### config.mk
export PLATFORM = sky130hd
export DESIGN_NAME = button_conditioner
export DESIGN_NICKNAME = d
export VERILOG_FILES = /design/src/rtl/slc3_input_pkg.sv /design/src/rtl/button_channel.sv /design/src/rtl/button_conditioner.sv
export SDC_FILE = /design/constraint.sdc
export NUM_CORES = 1
export LEC_CHECK = 0
export BUFFER_PORTS_ARGS = -buffer_cell sky130_fd_sc_hd__buf_2
export CORE_UTILIZATION = 50
export DETAILED_ROUTE_END_ITERATION = 8
export GPL_TIMING_DRIVEN = 0
export PLACE_DENSITY = 0.8
export SLEW_MARGIN = 5
export SYNTH_ARGS = -nofsm -noshare
export SYNTH_HDL_FRONTEND = slang
export SYNTH_SLANG_ARGS = --single-unit
### constraint.sdc
create_clock -name Clk -period 1.4 [get_ports Clk]
set_clock_uncertainty 0.05 [all_clocks]
set_input_delay 0.28 -clock Clk [delete_from_list [all_inputs] [get_ports Clk]]
set_output_delay 0.28 -clock Clk [all_outputs]
set_load 0.05 [all_outputs]
### src/rtl/slc3_input_pkg.sv
// Shared definitions for the SLC-3 push-button input path.
//   btn_state_t : per-channel debounce state machine encoding
//   cnt_width() : bit width needed to hold the values 0..max_val
package slc3_input_pkg;

  typedef enum logic [1:0] {
    IDLE         = 2'd0,
    PRESS_WAIT   = 2'd1,
    HELD         = 2'd2,
    RELEASE_WAIT = 2'd3
  } btn_state_t;

  // Never narrower than one bit, so parameters of 0 still give a legal vector.
  function automatic int cnt_width(input int max_val);
    return (max_val < 1) ? 1 : $clog2(max_val + 1);
  endfunction

endpackage

### src/rtl/button_channel.sv
// One push-button channel: synchroniser, polarity normalisation, debounce
// state machine and optional auto-repeat.
//   Clk           : sole clock, rising edge
//   Reset         : asynchronous, active-low
//   btn_raw       : raw asynchronous pin
//   pressed       : debounced level, 1 while held
//   press_pulse   : one-cycle strobe on accepted press and on each auto-repeat
//   release_pulse : one-cycle strobe on accepted release
//
// state        | meaning
// -------------+------------------------------------------------------
// IDLE         | released and stable
// PRESS_WAIT   | act seen high, counting stable samples before accepting
// HELD         | press accepted
// RELEASE_WAIT | act seen low while held, counting before accepting
module button_channel
  import slc3_input_pkg::*;
#(
  parameter int SYNC_STAGES     = 2,
  parameter int DEBOUNCE_CYCLES = 4,
  parameter int ACTIVE_LOW      = 1,
  parameter int REPEAT_DELAY    = 0,
  parameter int REPEAT_PERIOD   = 1
) (
  input  logic Clk,
  input  logic Reset,
  input  logic btn_raw,
  output logic pressed,
  output logic press_pulse,
  output logic release_pulse
);

  localparam int DW  = cnt_width(DEBOUNCE_CYCLES);
  localparam int RPW = cnt_width((REPEAT_DELAY > REPEAT_PERIOD) ? REPEAT_DELAY : REPEAT_PERIOD);

  localparam logic          REL_LVL    = (ACTIVE_LOW != 0);
  localparam logic [DW-1:0] DB_MAX     = DW'(DEBOUNCE_CYCLES);
  localparam logic [RPW-1:0] RPT_FIRST  = RPW'((REPEAT_DELAY > 0) ? REPEAT_DELAY - 1 : 0);
  localparam logic [RPW-1:0] RPT_RELOAD = RPW'(REPEAT_PERIOD - 1);

  logic [SYNC_STAGES-1:0] sync_q;
  logic                   act;

  btn_state_t     state_q, state_d;
  logic [DW-1:0]  cnt_q, cnt_d;
  logic [RPW-1:0] rpt_q, rpt_d;
  logic           press_d, release_d;

  // Synchroniser resets to the released pin level so reset exit is quiet.
  always_ff @(posedge Clk or negedge Reset) begin
    if (!Reset) begin
      sync_q <= {SYNC_STAGES{REL_LVL}};
    end else begin
      sync_q <= {sync_q[SYNC_STAGES-2:0], btn_raw};
    end
  end

  assign act = sync_q[SYNC_STAGES-1] ^ REL_LVL;

  always_comb begin
    state_d   = state_q;
    cnt_d     = cnt_q;
    rpt_d     = rpt_q;
    press_d   = 1'b0;
    release_d = 1'b0;

    case (state_q)
      IDLE: begin
        if (act) begin
          state_d = PRESS_WAIT;
          cnt_d   = DW'(1);
        end
      end
      PRESS_WAIT: begin
        if (!act) begin
          state_d = IDLE;
          cnt_d   = '0;
        end else if (cnt_q == DB_MAX) begin
          state_d = HELD;
          press_d = 1'b1;
          rpt_d   = RPT_FIRST;
        end else begin
          cnt_d = cnt_q + DW'(1);
        end
      end
      HELD: begin
        if (!act) begin
          state_d = RELEASE_WAIT;
          cnt_d   = DW'(1);
        end
      end
      RELEASE_WAIT: begin
        if (act) begin
          state_d = HELD;
        end else if (cnt_q == DB_MAX) begin
          state_d   = IDLE;
          cnt_d     = '0;
          rpt_d     = '0;
          release_d = 1'b1;
        end else begin
          cnt_d = cnt_q + DW'(1);
        end
      end
      default: begin
        state_d = IDLE;
        cnt_d   = '0;
      end
    endcase

    // Repeat down-counter keeps running through RELEASE_WAIT bounces; an
    // accepted release on the same edge wins over a due repeat.
    if ((REPEAT_DELAY > 0) && !release_d &&
        ((state_q == HELD) || (state_q == RELEASE_WAIT))) begin
      if (rpt_q == '0) begin
        press_d = 1'b1;
        rpt_d   = RPT_RELOAD;
      end else begin
        rpt_d = rpt_q - RPW'(1);
      end
    end
  end

  always_ff @(posedge Clk or negedge Reset) begin
    if (!Reset) begin
      state_q       <= IDLE;
      cnt_q         <= '0;
      rpt_q         <= '0;
      press_pulse   <= 1'b0;
      release_pulse <= 1'b0;
    end else begin
      state_q       <= state_d;
      cnt_q         <= cnt_d;
      rpt_q         <= rpt_d;
      press_pulse   <= press_d;
      release_pulse <= release_d;
    end
  end

  assign pressed = (state_q == HELD) || (state_q == RELEASE_WAIT);

endmodule

### src/rtl/button_conditioner.sv
// Push-button conditioner: CHANNELS independent copies of button_channel.
//   Clk           : sole clock, rising edge
//   Reset         : asynchronous, active-low
//   btn_raw       : raw asynchronous button pins
//   pressed       : debounced levels, active-high
//   press_pulse   : one-cycle press / auto-repeat strobes
//   release_pulse : one-cycle release strobes
module button_conditioner
  import slc3_input_pkg::*;
#(
  parameter int CHANNELS        = 2,
  parameter int SYNC_STAGES     = 2,
  parameter int DEBOUNCE_CYCLES = 4,
  parameter int ACTIVE_LOW      = 1,
  parameter int REPEAT_DELAY    = 0,
  parameter int REPEAT_PERIOD   = 1
) (
  input  logic                Clk,
  input  logic                Reset,
  input  logic [CHANNELS-1:0] btn_raw,
  output logic [CHANNELS-1:0] pressed,
  output logic [CHANNELS-1:0] press_pulse,
  output logic [CHANNELS-1:0] release_pulse
);

  for (genvar ch = 0; ch < CHANNELS; ch++) begin : g_ch
    button_channel #(
      .SYNC_STAGES     (SYNC_STAGES),
      .DEBOUNCE_CYCLES (DEBOUNCE_CYCLES),
      .ACTIVE_LOW      (ACTIVE_LOW),
      .REPEAT_DELAY    (REPEAT_DELAY),
      .REPEAT_PERIOD   (REPEAT_PERIOD)
    ) u_channel (
      .Clk           (Clk),
      .Reset         (Reset),
      .btn_raw       (btn_raw[ch]),
      .pressed       (pressed[ch]),
      .press_pulse   (press_pulse[ch]),
      .release_pulse (release_pulse[ch])
    );
  end

endmodule
# Yosys cells after proc, flatten, opt, wreduce, memory -nomap -nowiden
# Cells that the tools add are included.
totals:
  wordCells: 78
  out_inout_bits: 6
  in_bits: 4
  register_bits: 18
classes:
  add_sub_neg: 2
  n_eq_ne: 20
  n_mux: 38
  reduce_logical: 8
op_table:
  columns: ["operator", "n"]
  rows:
  - ["two-way mux 3 bit", 12]
  - ["two-way mux 2 bit", 12]
  - ["case mux 3 bit (4 select lines)", 2]
  - ["case mux 2 bit (4 select lines)", 2]
  - ["AND reduction 4 bit", 4]
  - ["two-way mux 1 bit", 10]
  - ["== test 2 bit, second input constant", 4]
  - ["!= test 2 x 1 -> 1 bit, second input constant", 4]
  - ["adder 3 x 1 -> 3 bit, second input constant", 2]
  - ["== test 3 bit, second input constant", 2]
  - ["!= test 3 x 1 -> 1 bit, second input constant", 2]
  - ["!= test 3 x 2 -> 1 bit, second input constant", 2]
  - ["!= test 3 bit, second input constant", 2]
  - ["== test 2 x 1 -> 1 bit, second input constant", 2]
  - ["zero test 2 bit", 2]
  - ["!= test 2 bit, second input constant", 2]
  - ["logical OR 1 bit", 2]

# Longest topological paths before layout
# Gate-level depths: netlist (run 1).
depth:
  depth_word: 4
  mapped_depth: 5
  ltp_nobuf: 5

# Hierarchy
# From an unflattened synthesis (run 1), not the netlist that was laid out.
hier_totals:
  hier_cells: 94
  area_unflattened_um2: 950.9
modules_own_cells:
  columns: ["module", "instances", "seq_area_each_um2", "cells_each", "area_each_um2"]
  rows:
  - ["button_channel (g_ch[0].u_channel)", 1, 227.7, 47, 476.7]
  - ["button_channel (g_ch[1].u_channel)", 1, 227.7, 47, 474.2]

# Least setup slack after synthesis (run 1)
# Ideal clock, no wire load.
synth_path:
  kind: "register -> register"
  from: "register g_ch[1].u_channel.cnt_q[0]"
  to: "register g_ch[1].u_channel.cnt_q[0]"
  slack_ps: 65
  arrival_time_ps: 1159
  synth_period_minus_slack_ps: 1335
  path_buffers: 0
  t_required_ps: 1224
  path_stages_with_launch: 6
  setup_time_ps: 126
  cell_sequence: "dfrtp_1 > inv_1 > ha_1 > a21oi_1 > nor3_1 > o32a_1"
synth_between:
  elab_chain_len: 4
  elab_cells_between_ends: 9
  classes_between: "add/sub: 1; eq/ne: 2; mux: 5; reduce/logical: 1"
synth_rtl:
  columns: ["element", "line_no", "source"]
  rows:
  - ["start, declared", "button_channel.sv:45", "logic [DW-1:0] cnt_q, cnt_d;"]
  - ["start signal, assigned", "button_channel.sv:132", "cnt_q <= cnt_d;"]
  - ["adder 3 x 1 -> 3 bit or == test 3 bit (tied branches)", null, null]
  - ["two-way mux 3 bit (on tied branches)", "button_channel.sv:95, button_channel.sv:78", null]
  - ["two-way mux 3 bit (on tied branches)", "button_channel.sv:93, button_channel.sv:75", null]
  - ["case mux 3 bit (4 select lines)", "button_channel.sv:67", "case (state_q)"]
# Parallel ways exist; a longest one is shown, timed or not. The select of a mux whose other input is x is not followed.
# A chain may end at the register's enable or synchronous reset.

# Final worst setup path (run 1)
layout_path:
  from: "register g_ch[0].u_channel.cnt_q[0]"
  to: "register g_ch[0].u_channel.cnt_q[1]"
layout_between:
  elab_chain_len: 4
  elab_cells_between_ends: 9
  classes_between: "add/sub: 1; eq/ne: 2; mux: 5; reduce/logical: 1"
layout_rtl:
  columns: ["element", "line_no"]
  rows:
  - ["start, declared", "button_channel.sv:45"]
  - ["start signal, assigned", "button_channel.sv:132"]
  - ["adder 3 x 1 -> 3 bit or == test 3 bit (tied branches)", null]
  - ["two-way mux 3 bit (on tied branches)", "button_channel.sv:95, button_channel.sv:78"]
  - ["two-way mux 3 bit (on tied branches)", "button_channel.sv:93, button_channel.sv:75"]
  - ["case mux 3 bit (4 select lines)", "button_channel.sv:67"]
# Parallel ways exist; a longest one is shown, timed or not. The select of a mux whose other input is x is not followed.

==> summary.txt, run 1 <==
Min path
  – Hold/Removal Path Class: in -> reg
  – Worst hold path cell count: 1
  – Hold Startpoint: btn_raw[1]
  – Worst Hold Endpoint: g_ch[1].u_channel.sync_q[0]

Floorplan
  – Rows: 15
  – Die width: 46.24 microns
  – Die ar.: 0.002138 sq mm
  – I/O Pins: 10
  – Core area: 0.001783 sq mm
  – Die Y: 46.24 microns
  – Initial Util: 0.5488

Drt
  – DRC violations left: 0
  – DRT iter0 DRCs: 21
  – Final wirelength: 1571 microns
  – Wire per inst: 11.55 microns
  – Detail Route Antenna Nets: 0
  – DR vias/cell: 5.051
  – DR pass1 iterations: 4
  – Vias after detailed routing: 687

Placed design
  – HPWL after DPL: 1005 microns
  – # port buffers: 9
  – Final GP Congestion: 0.7818
  – Placed inst area: 0.001055 sq mm
  – Placed Instances: 129

Worst setup path
  – R2R cell count: 6
  – Arrival @ worst endpoint: 1.46 ns
  – Crit path buf inv count: 2
  – Reg-to-Reg Start: g_ch[0].u_channel.cnt_q[0]
  – Crit end category: flip-flop
  – Worst path slowest cell: dfrtp_1
  – Reg2reg setup slack: 0.05 ns
  – Critical Path RT: 1.52 ns
  – Delay-heaviest family, CP: flip-flops
  – Reg-to-reg endpoint: g_ch[0].u_channel.cnt_q[1]
  – Worst setup SP type: flip-flop
  – Crit Path Category: reg -> reg
  – CP max FO: 4
  – Crit path cell chain: inv_2 > ha_4 > nand2_4 > buf_4 > a41oi_1 > a22oi_1
  – Worst path max stage delay: 0.42 ns

Global routing
  – Overall routing resource usage: 0.1563
  – Grt ovf: 0
  – Largest net degree at the start of global routing: 19
  – First-pass GRT wire length: 2339 microns
  – Vias in the first global route: 580
  – Initial antenna violation count: 0

Clock tree
  – Root buffer cell: clkbuf_4
  – Clock Latency Late Sink: 0.28 ns
  – CTS clk-pin slew, worst paths: 0.10 ns
  – Clock Sinks: 18
  – CTS buffer count: 3
  – Clock tree buffer depth: 2
  – CTS tree: built
  – Total number of H-tree levels: 1

Timing
  – Worst slew pin tran: 0.3694 ns
  – Unrepaired setup endpoints after global routing: yes
  – Slew Viols, Final: 0
  – Slew HR: 0.7537
  – Peak Freq: 743.2 MHz
  – Final Hold Viols: 0
  – Final setup fails: 0
  – Fin crit share: 0.9611
  – Final Critical Period: 1.346 ns

Synth
  – Async set-reset flop share out of synthesis: 1.000
  – Synth Register Bits: 18
  – Seq/Total Area, Yosys: 0.4655
  – Cells after Synth: 95
  – Largest family of logic cells by synthesized area: simple AND/OR/NAND/NOR gates
  – Compound-Gate Fraction of Synth Area: 0.1407
  – Synth Area in XOR/XNOR: 0.02558
  – Post-Syn Area: 978.4 sq um
  – Post-synth EDFFs: 0
  – Post-synthesis mux area share: 0.02046
  – Ys Warns: 0
  – Synth unique cells: 37
  – Simple-gate portion of the synthesized area: 0.1726
  – Syn Area/Cell: 10.30 sq um
  – Mapped Nets: 103
  – Ys flop type: dfrtp_1
  – Adder-cell share of the synthesized area: 0.05115

Finish
  – Final Util: 0.6688
  – Final std cell area, no fill: 0.001192 sq mm
  – Nets@finish: 120
  – Synth-to-layout area growth: 21.87%
  – Fin cells: 136
  – Ant. Diodes: 0
  – Most common cell after layout, fill and taps aside: dfrtp_1
  – Most frequent cells in the layout: dfrtp_1 (14), buf_2 (11), buf_4 (9)
  – Share of cells above drive strength 1: 0.4144

Power and ir drop
  – Leakage power: 0.5554 nW
  – Pwr/cell area: 2087 mW/mm^2
  – Maximum vdd drop: 1061 uV

Flow run
  – Max cap viols: 0

Outcome
  – Status: finished, final reports clean
## Yosys cell counts (all sizes together), types with 2 or more instances
master,instances,area share
nor2,3,0.012
nand3,2,0.010
nor3b,2,0.015
o21ai,3,0.015
nor2b,5,0.032
dfstp,4,0.11
dfrtp,14,0.36
buf,12,0.092
mux2i,2,0.020
ha,4,0.051
nor3,3,0.015
inv,5,0.019
nand2b,3,0.019
nand2,8,0.031
a21oi,5,0.026
## worst max path at each step
stage                                       to  slack, ns                  startpoint  cells past startpoint
floorplan           g_ch[1].u_channel.cnt_q[0]       0.07  g_ch[1].u_channel.cnt_q[0]                      5
detailed placement  g_ch[0].u_channel.cnt_q[0]      -0.06  g_ch[0].u_channel.cnt_q[0]                      5
finish              g_ch[0].u_channel.cnt_q[1]       0.05  g_ch[0].u_channel.cnt_q[0]                      6
CTS                                 pressed[0]      0.002                   flip-flop                      3
global route        g_ch[1].u_channel.cnt_q[2]      -0.04  g_ch[1].u_channel.cnt_q[0]                      5
global placement    g_ch[0].u_channel.cnt_q[0]     -0.008  g_ch[0].u_channel.cnt_q[0]                      5
## timing repair
action | 4_1_cts | 5_1_grt
resized for setup | 12 | 13
setup endpoints to repair | 7 | 7
hold buffers | 1 | 0
pin swaps | 0 | 4
setup buffers | 3 | 2
hold endpoints to repair | 14 | 0
## where the power goes
group / total (W) / leakage, nW / internal (W) / switching, W
logic: 0.00138 / 0.311 / 0.000682 / 0.000695
clock network: 0.000308 / 0.0210 / 0.000158 / 0.000150
registers: 0.000803 / 0.223 / 0.000672 / 0.000131
total: 0.00249 / 0.555 / 0.00151 / 0.000976
## layer usage
layer / GRT usage / part of all wire / wire length (microns) / vias up
met2: 0.2704 / 0.49 / 770 / 13
met3: 0.03529 / 0.026 / 41 / 2
li1: - / - / - / 352
met4: 0.05294 / 0.0089 / 14 / 0
met5: 0 / 0 / 0 / -
met1: 0.1895 / 0.47 / 745 / 320
## cell families after synthesis
group,after synthesis
compound gates,19
mux,2
simple gates,31
fa+ha+maj,4
buf+inv,19
flops,18
xor+xnor,2
## final cells by class
cell class                      instances  area [sq um]
Fill cell                             137         590.6
Sequential cell                        18         455.4
Multi-Input combinational cell         58         454.2
Timing Repair Buffer                   15         120.1
Buffer                                 11         76.32
Clock buffer                            4         36.28
Tap cell                               25         31.28
Inverter                                5         18.77
## stage by stage
| stage | setup slack, ns | TNS (ns) | hold slack, ns | total power, W |
|---|---|---|---|---|
| 6_report | 0.05448 | 0 | 0.03399 | 0.002488 |
| 5_1_grt | -0.04408 | -0.05994 | 0.02039 | 0.002666 |
| 4_1_cts | 0.002314 | 0 | 0.03135 | 0.002335 |
| 3_5_place_dp | -0.06300 | -0.08164 | 0.1681 | 0.001877 |
| 3_3_place_gp | -0.008254 | -0.008254 | 0.1664 | 0.001836 |
| 2_1_floorplan | 0.06530 | 0 | -0.06559 | 0.001690 |
(Power assumes the default switching activity.)
==> run 2: changes to the inputs <==
SYNTH_HIERARCHICAL = 1   (was not set)
==> summary.txt, run 2 <==
Floorplan
  – Die ar.: 0.002080 sq mm
  – I/O Pins: 10
  – Die width: 45.61 microns
  – Core area: 0.001745 sq mm
  – Initial Util: 0.5448
  – Die Y: 45.61 microns
  – Rows: 15

Synth
  – Synth unique cells: 28
  – Syn Area/Cell: 10.12 sq um
  – Most frequent cells after synthesis: dfrtp_1 (14), inv_1 (8), a21oi_1 (6), nand2_1 (6)
  – Post-Syn Area: 950.9 sq um
  – Post-synth EDFFs: 0
  – Synth Register Bits: 18
  – Count leader, synth: dfrtp_1
  – Ys flop type: dfrtp_1
  – Synth area leaders: dfrtp_1 (37%), dfstp_2 (11%), ha_1 (5.3%)
  – Async set-reset flop share out of synthesis: 1.000
  – Synth area leader: dfrtp_1
  – Seq/Total Area, Yosys: 0.4789
  – Yosys top cell area share: 0.3684
  – Ys Warns: 6
  – Mapped Nets: 102
  – Cells after Synth: 94

Finish
  – Synth-to-layout area growth: 19.47%
  – Register area: 455.4 sq um
  – Most common cell after layout, fill and taps aside: dfrtp_1
  – Nets@finish: 119
  – Ant. Diodes: 0
  – Area of the multi-input gates: 467.9 sq um
  – Share of cells above drive strength 1: 0.3000
  – Most frequent cells in the layout: dfrtp_1 (14), buf_2 (9), nand2_1 (6)
  – # fillers: 139

Placed design
  – Pre-CTS WS: -0.1258 ns
  – # port buffers: 9
  – HPWL after DPL: 1259 microns
  – Final GP Congestion: 0.7739

Timing
  – Unrepaired setup endpoints after global routing: yes
  – Slew HR: 0.7384
  – Worst slew pin tran: 0.3924 ns
  – Final Hold Viols: 0
  – Final setup fails: 0
  – Slew Viols, Final: 0
  – Peak Freq: 735.7 MHz
  – Final Critical Period: 1.359 ns
  – Worst Hold Slack: 0.02700 ns
  – Fin crit share: 0.9709
  – PnR worst setup slack: 0.04075 ns

Worst setup path
  – Critical Path RT: 1.53 ns
  – Worst path max stage delay: 0.43 ns
  – Crit end category: flip-flop
  – Crit path cell chain: inv_2 > ha_4 > and4bb_1 > a211oi_2 > o211ai_1
  – CP max FO: 6
  – Worst path slowest cell: dfrtp_1
  – R2R cell count: 5
  – Worst setup SP type: flip-flop
  – Arrival @ worst endpoint: 1.49 ns
  – Critical path depth: 5
  – Crit Path Category: reg -> reg
  – Delay-heaviest family, CP: flip-flops
  – Crit path buf inv count: 1

Power and ir drop
  – Pwr/cell area: 2165 mW/mm^2
  – Leakage power: 0.4763 nW
  – Sw power: 0.001025 W
  – Flop pwr share: 0.361
  – Switch share: 0.4167
  – Cell internal pwr: 0.001435 W
  – Maximum vdd drop: 1227 uV
  – Clk pwr share: 0.127
  – Combinational power share: 0.512

Clock tree
  – Clock Sinks: 18
  – CTS clk-pin slew, worst paths: 0.10 ns
  – CTS tree: built
  – Total number of H-tree levels: 1
  – Clock tree buffer depth: 2
  – Root buffer cell: clkbuf_4
  – Clock Latency Late Sink: 0.29 ns
  – CTS buffer count: 3

Drt
  – DRC violations left: 0
  – DR vias/cell: 5.459
  – Detail Route Antenna Nets: 0
  – Wire per inst: 13.76 microns
  – DRT iter0 DRCs: 9
  – Final wirelength: 1858 microns
  – DR pass1 iterations: 4
  – Vias after detailed routing: 737

Flow run
  – Max cap viols: 0

Global routing
  – Initial antenna violation count: 0
  – Largest net degree at the start of global routing: 19
  – Vias in the first global route: 694
  – First-pass GRT wire length: 3029 microns
  – Grt ovf: 0
  – Overall routing resource usage: 0.2122

Outcome
  – Status: finished, final reports clean

Min path
  – Hold/Removal Path Class: in -> reg
  – Worst hold path cell count: 1
run 2: layout make-up:
cell class                      instances  area share
Inverter                                8     0.02643
Timing Repair Buffer                   12     0.06608
Multi-Input combinational cell         62      0.4119
Clock buffer                            4     0.03194
Tap cell                               25     0.02753
Sequential cell                        18      0.4009
Buffer                                  6     0.03524
run 2: metal layers:
layer,share of wire,track usage,vias up
met2,0.51,0.3686,13
met5,0,0,-
li1,-,-,368
met4,0.019,0.1333,0
met3,0.022,0.04762,4
met1,0.45,0.2308,352
run 2: power groups by stage:
stage          sequential, W  combinational (W)  clock [W]
6_report            0.000887            0.00126   0.000313
5_1_grt             0.000911            0.00137   0.000349
4_1_cts             0.000875            0.00114   0.000325
3_5_place_dp        0.000885            0.00104          0
3_3_place_gp        0.000871           0.000975          0
2_1_floorplan       0.000845           0.000830          0
run 2: through the flow:
step	setup TNS, ns	std cells	utilization	total power, W	cell area, sq um
2_1_floorplan	0	94	-	0.001675	950.9
3_3_place_gp	-0.01511	128	0.5885	0.001846	1027
3_5_place_dp	-0.2153	128	0.5885	0.001927	1027
4_1_cts	0	134	0.6308	0.002341	1101
5_1_grt	-0.03408	135	0.6509	0.002628	1136
6_report	0	135	0.6509	0.002460	1136
run 2: worst reg2reg max path, stage by stage, from the launching register on:
cell and delay (ns):
dfrtp_1 0.43, inv_2 0.10, ha_4 0.17, and4bb_1 0.20
a211oi_2 0.21, o211ai_1 0.10
run 2: final timing paths:
path | start | endpoint | slack [ns]
worst min-delay path | btn_raw[0] | g_ch[0].u_channel/sync_q[0] | 0.03
max in group asynchronous | Reset | g_ch[1].u_channel/sync_q[1] | 0.59
worst max register to register | g_ch[0].u_channel/cnt_q[0] | g_ch[0].u_channel/cnt_q[2] | 0.04
worst min register to register | g_ch[1].u_channel/sync_q[0] | g_ch[1].u_channel/sync_q[1] | 0.31
min in group asynchronous | Reset | g_ch[0].u_channel/cnt_q[0] | 0.38
worst max-delay path | g_ch[0].u_channel/cnt_q[0] | g_ch[0].u_channel/cnt_q[2] | 0.04
run 2: timing repair:
item                                    4_1_cts  5_1_grt
resized for setup                             5       10
hold buffers                                  1        0
setup buffers                                 1        1
hold endpoints to repair                     14        0
endpoints found under the setup margin        6        8
run 2: kinds of logic after synthesis:
| logic type | count (synthesis) | share of synthesized area |
|---|---|---|
| compound gates | 22 | 0.1658 |
| xor+xnor | 2 | 0.01842 |
| fa+ha+maj | 4 | 0.05263 |
| buf+inv | 14 | 0.07369 |
| flops | 18 | 0.4790 |
| simple gates | 34 | 0.2105 |
==> run 3: changes to the inputs <==
clock period = 1.1 ns   (was 1.4 ns; I/O delays follow)
==> summary.txt, run 3 (same netlist as run 2, synthesis figures left out) <==
Clock tree
  – Clock Latency Late Sink: 0.31 ns
  – CTS buffer count: 3
  – Clock Sinks: 18
  – CTS tree: built
  – Root buffer cell: clkbuf_4
  – Clock tree buffer depth: 2
  – Total number of H-tree levels: 1
  – CTS clk-pin slew, worst paths: 0.11 ns

Finish
  – Share of cells above drive strength 1: 0.5039
  – Most frequent cells in the layout: buf_4 (16), dfrtp_1 (14), buf_6 (10)
  – Ant. Diodes: 0
  – Nets@finish: 136
  – Final Util: 0.8050
  – Fin cells: 152
  – Final std cell area, no fill: 0.001405 sq mm
  – Most common cell after layout, fill and taps aside: buf_4
  – Synth-to-layout area growth: 47.76%

Floorplan
  – Die width: 45.61 microns
  – Die ar.: 0.002080 sq mm
  – Rows: 15
  – Die Y: 45.61 microns
  – Core area: 0.001745 sq mm
  – I/O Pins: 10
  – Initial Util: 0.5448

Placed design
  – Placed Instances: 128
  – Final GP Congestion: 0.7989
  – # port buffers: 9
  – Placed inst area: 0.001049 sq mm
  – HPWL after DPL: 1181 microns
  – Pre-CTS WS: -0.2973 ns

Global routing
  – Overall routing resource usage: 0.2375
  – Vias in the first global route: 745
  – Largest net degree at the start of global routing: 19
  – First-pass GRT wire length: 3360 microns
  – Grt ovf: 0
  – Initial antenna violation count: 0

Timing
  – Final Critical Period: 1.438 ns
  – Slew HR: 0.7232
  – Peak Freq: 695.2 MHz
  – PnR worst setup slack: -0.3384 ns
  – Worst slew pin tran: 0.4151 ns
  – Final Hold Viols: 0
  – Fin crit share: 1.308
  – Unrepaired setup endpoints after global routing: yes
  – Slew Viols, Final: 0
  – Final setup fails: 20

Power and ir drop
  – Total power draw: 0.003986 W
  – Pwr/cell area: 2836 mW/mm^2
  – Maximum vdd drop: 1918 uV
  – Leakage power: 0.5952 nW

Worst setup path
  – Worst path slowest cell: dfrtp_1
  – CP max FO: 4
  – Crit Path Category: reg -> reg
  – Critical Path RT: 1.25 ns
  – Crit path buf inv count: 2
  – Arrival @ worst endpoint: 1.59 ns
  – Crit end category: flip-flop
  – Delay-heaviest family, CP: compound AO/OA/AOI/OAI gates
  – Worst setup SP type: flip-flop
  – Worst path max stage delay: 0.42 ns
  – Crit path cell chain: inv_2 > ha_4 > buf_4 > a21oi_4 > nor3_2 > o32a_1

Drt
  – DR vias/cell: 5.691
  – Wire per inst: 16.70 microns
  – DRC violations left: 0
  – Vias after detailed routing: 865
  – DR pass1 iterations: 4
  – DRT iter0 DRCs: 32
  – Final wirelength: 2539 microns
  – Detail Route Antenna Nets: 0

Outcome
  – Status: finished, violations left
  – Failing checks: negative setup slack

Flow run
  – Max cap viols: 0

Min path
  – Hold/Removal Path Class: in -> async
## run 3: stage by stage
stage	TNS, ns	hold slack (ns)
2_1_floorplan	-0.8234	-0.1256
3_3_place_gp	-1.431	0.1073
3_5_place_dp	-2.037	0.1105
4_1_cts	-1.850	0.3104
5_1_grt	-4.253	0.3219
6_report	-3.426	0.3022
## run 3: power breakdown
part	internal (W)	switching (W)
Combinational	0.00122	0.00113
Clock	0.000202	0.000222
Sequential	0.000858	0.000353
## run 3: path summary, 6_finish.rpt
| check | startpoint | end | slack, ns | depth (start not counted) |
|---|---|---|---|---|
| max | g_ch[0].u_channel/cnt_q[0] | g_ch[0].u_channel/cnt_q[0] | -0.34 | 6 |
| min in group Clk | g_ch[1].u_channel/sync_q[0] | g_ch[1].u_channel/sync_q[1] | 0.31 | 0 |
| max reg2reg | g_ch[0].u_channel/cnt_q[0] | g_ch[0].u_channel/cnt_q[0] | -0.34 | 6 |
| min reg2reg | g_ch[1].u_channel/sync_q[0] | g_ch[1].u_channel/sync_q[1] | 0.31 | 0 |
| max in group asynchronous | Reset | g_ch[1].u_channel/sync_q[0] | 0.37 | 2 |
| min | Reset | g_ch[0].u_channel/press_pulse | 0.30 | 2 |
## run 3: per-layer routing
metal / global-route usage / wire (microns) / vias up
met3: 0.06349 / 108 / 8
met5: 0 / 0 / -
met2: 0.3314 / 1216 / 32
met1: 0.3259 / 1145 / 421
li1: - / - / 404
met4: 0.1394 / 69 / 0
## run 3: final cells by class
| class | instances | area, sq um |
|---|---|---|
| multi-input combinational | 62 | 561.8 |
| sequential | 18 | 455.4 |
| fill | 86 | 340.3 |
| timing repair buffer | 29 | 244.0 |
| buffer | 6 | 46.29 |
| clock buffer | 4 | 36.28 |
| tap | 25 | 31.28 |
| inverter | 8 | 30.03 |
## run 3: worst reg2reg max path: cells and delay by family (launching register included)
kind,cells,cell delay (ns)
flops,1,0.42
buf+inv,2,0.22
fa+ha+maj,1,0.17
simple gates,1,0.05
compound gates,2,0.42
## run 3: repair_timing
action                                  in CTS  in global routing
resized for setup                           28                 14
hold buffers                                 3                  0
endpoints found under the hold margin       16                  0
gates cloned                                 0                  0
endpoints found under the setup margin      20                 19
setup buffers                               10                  7
pin swaps                                    9                  9
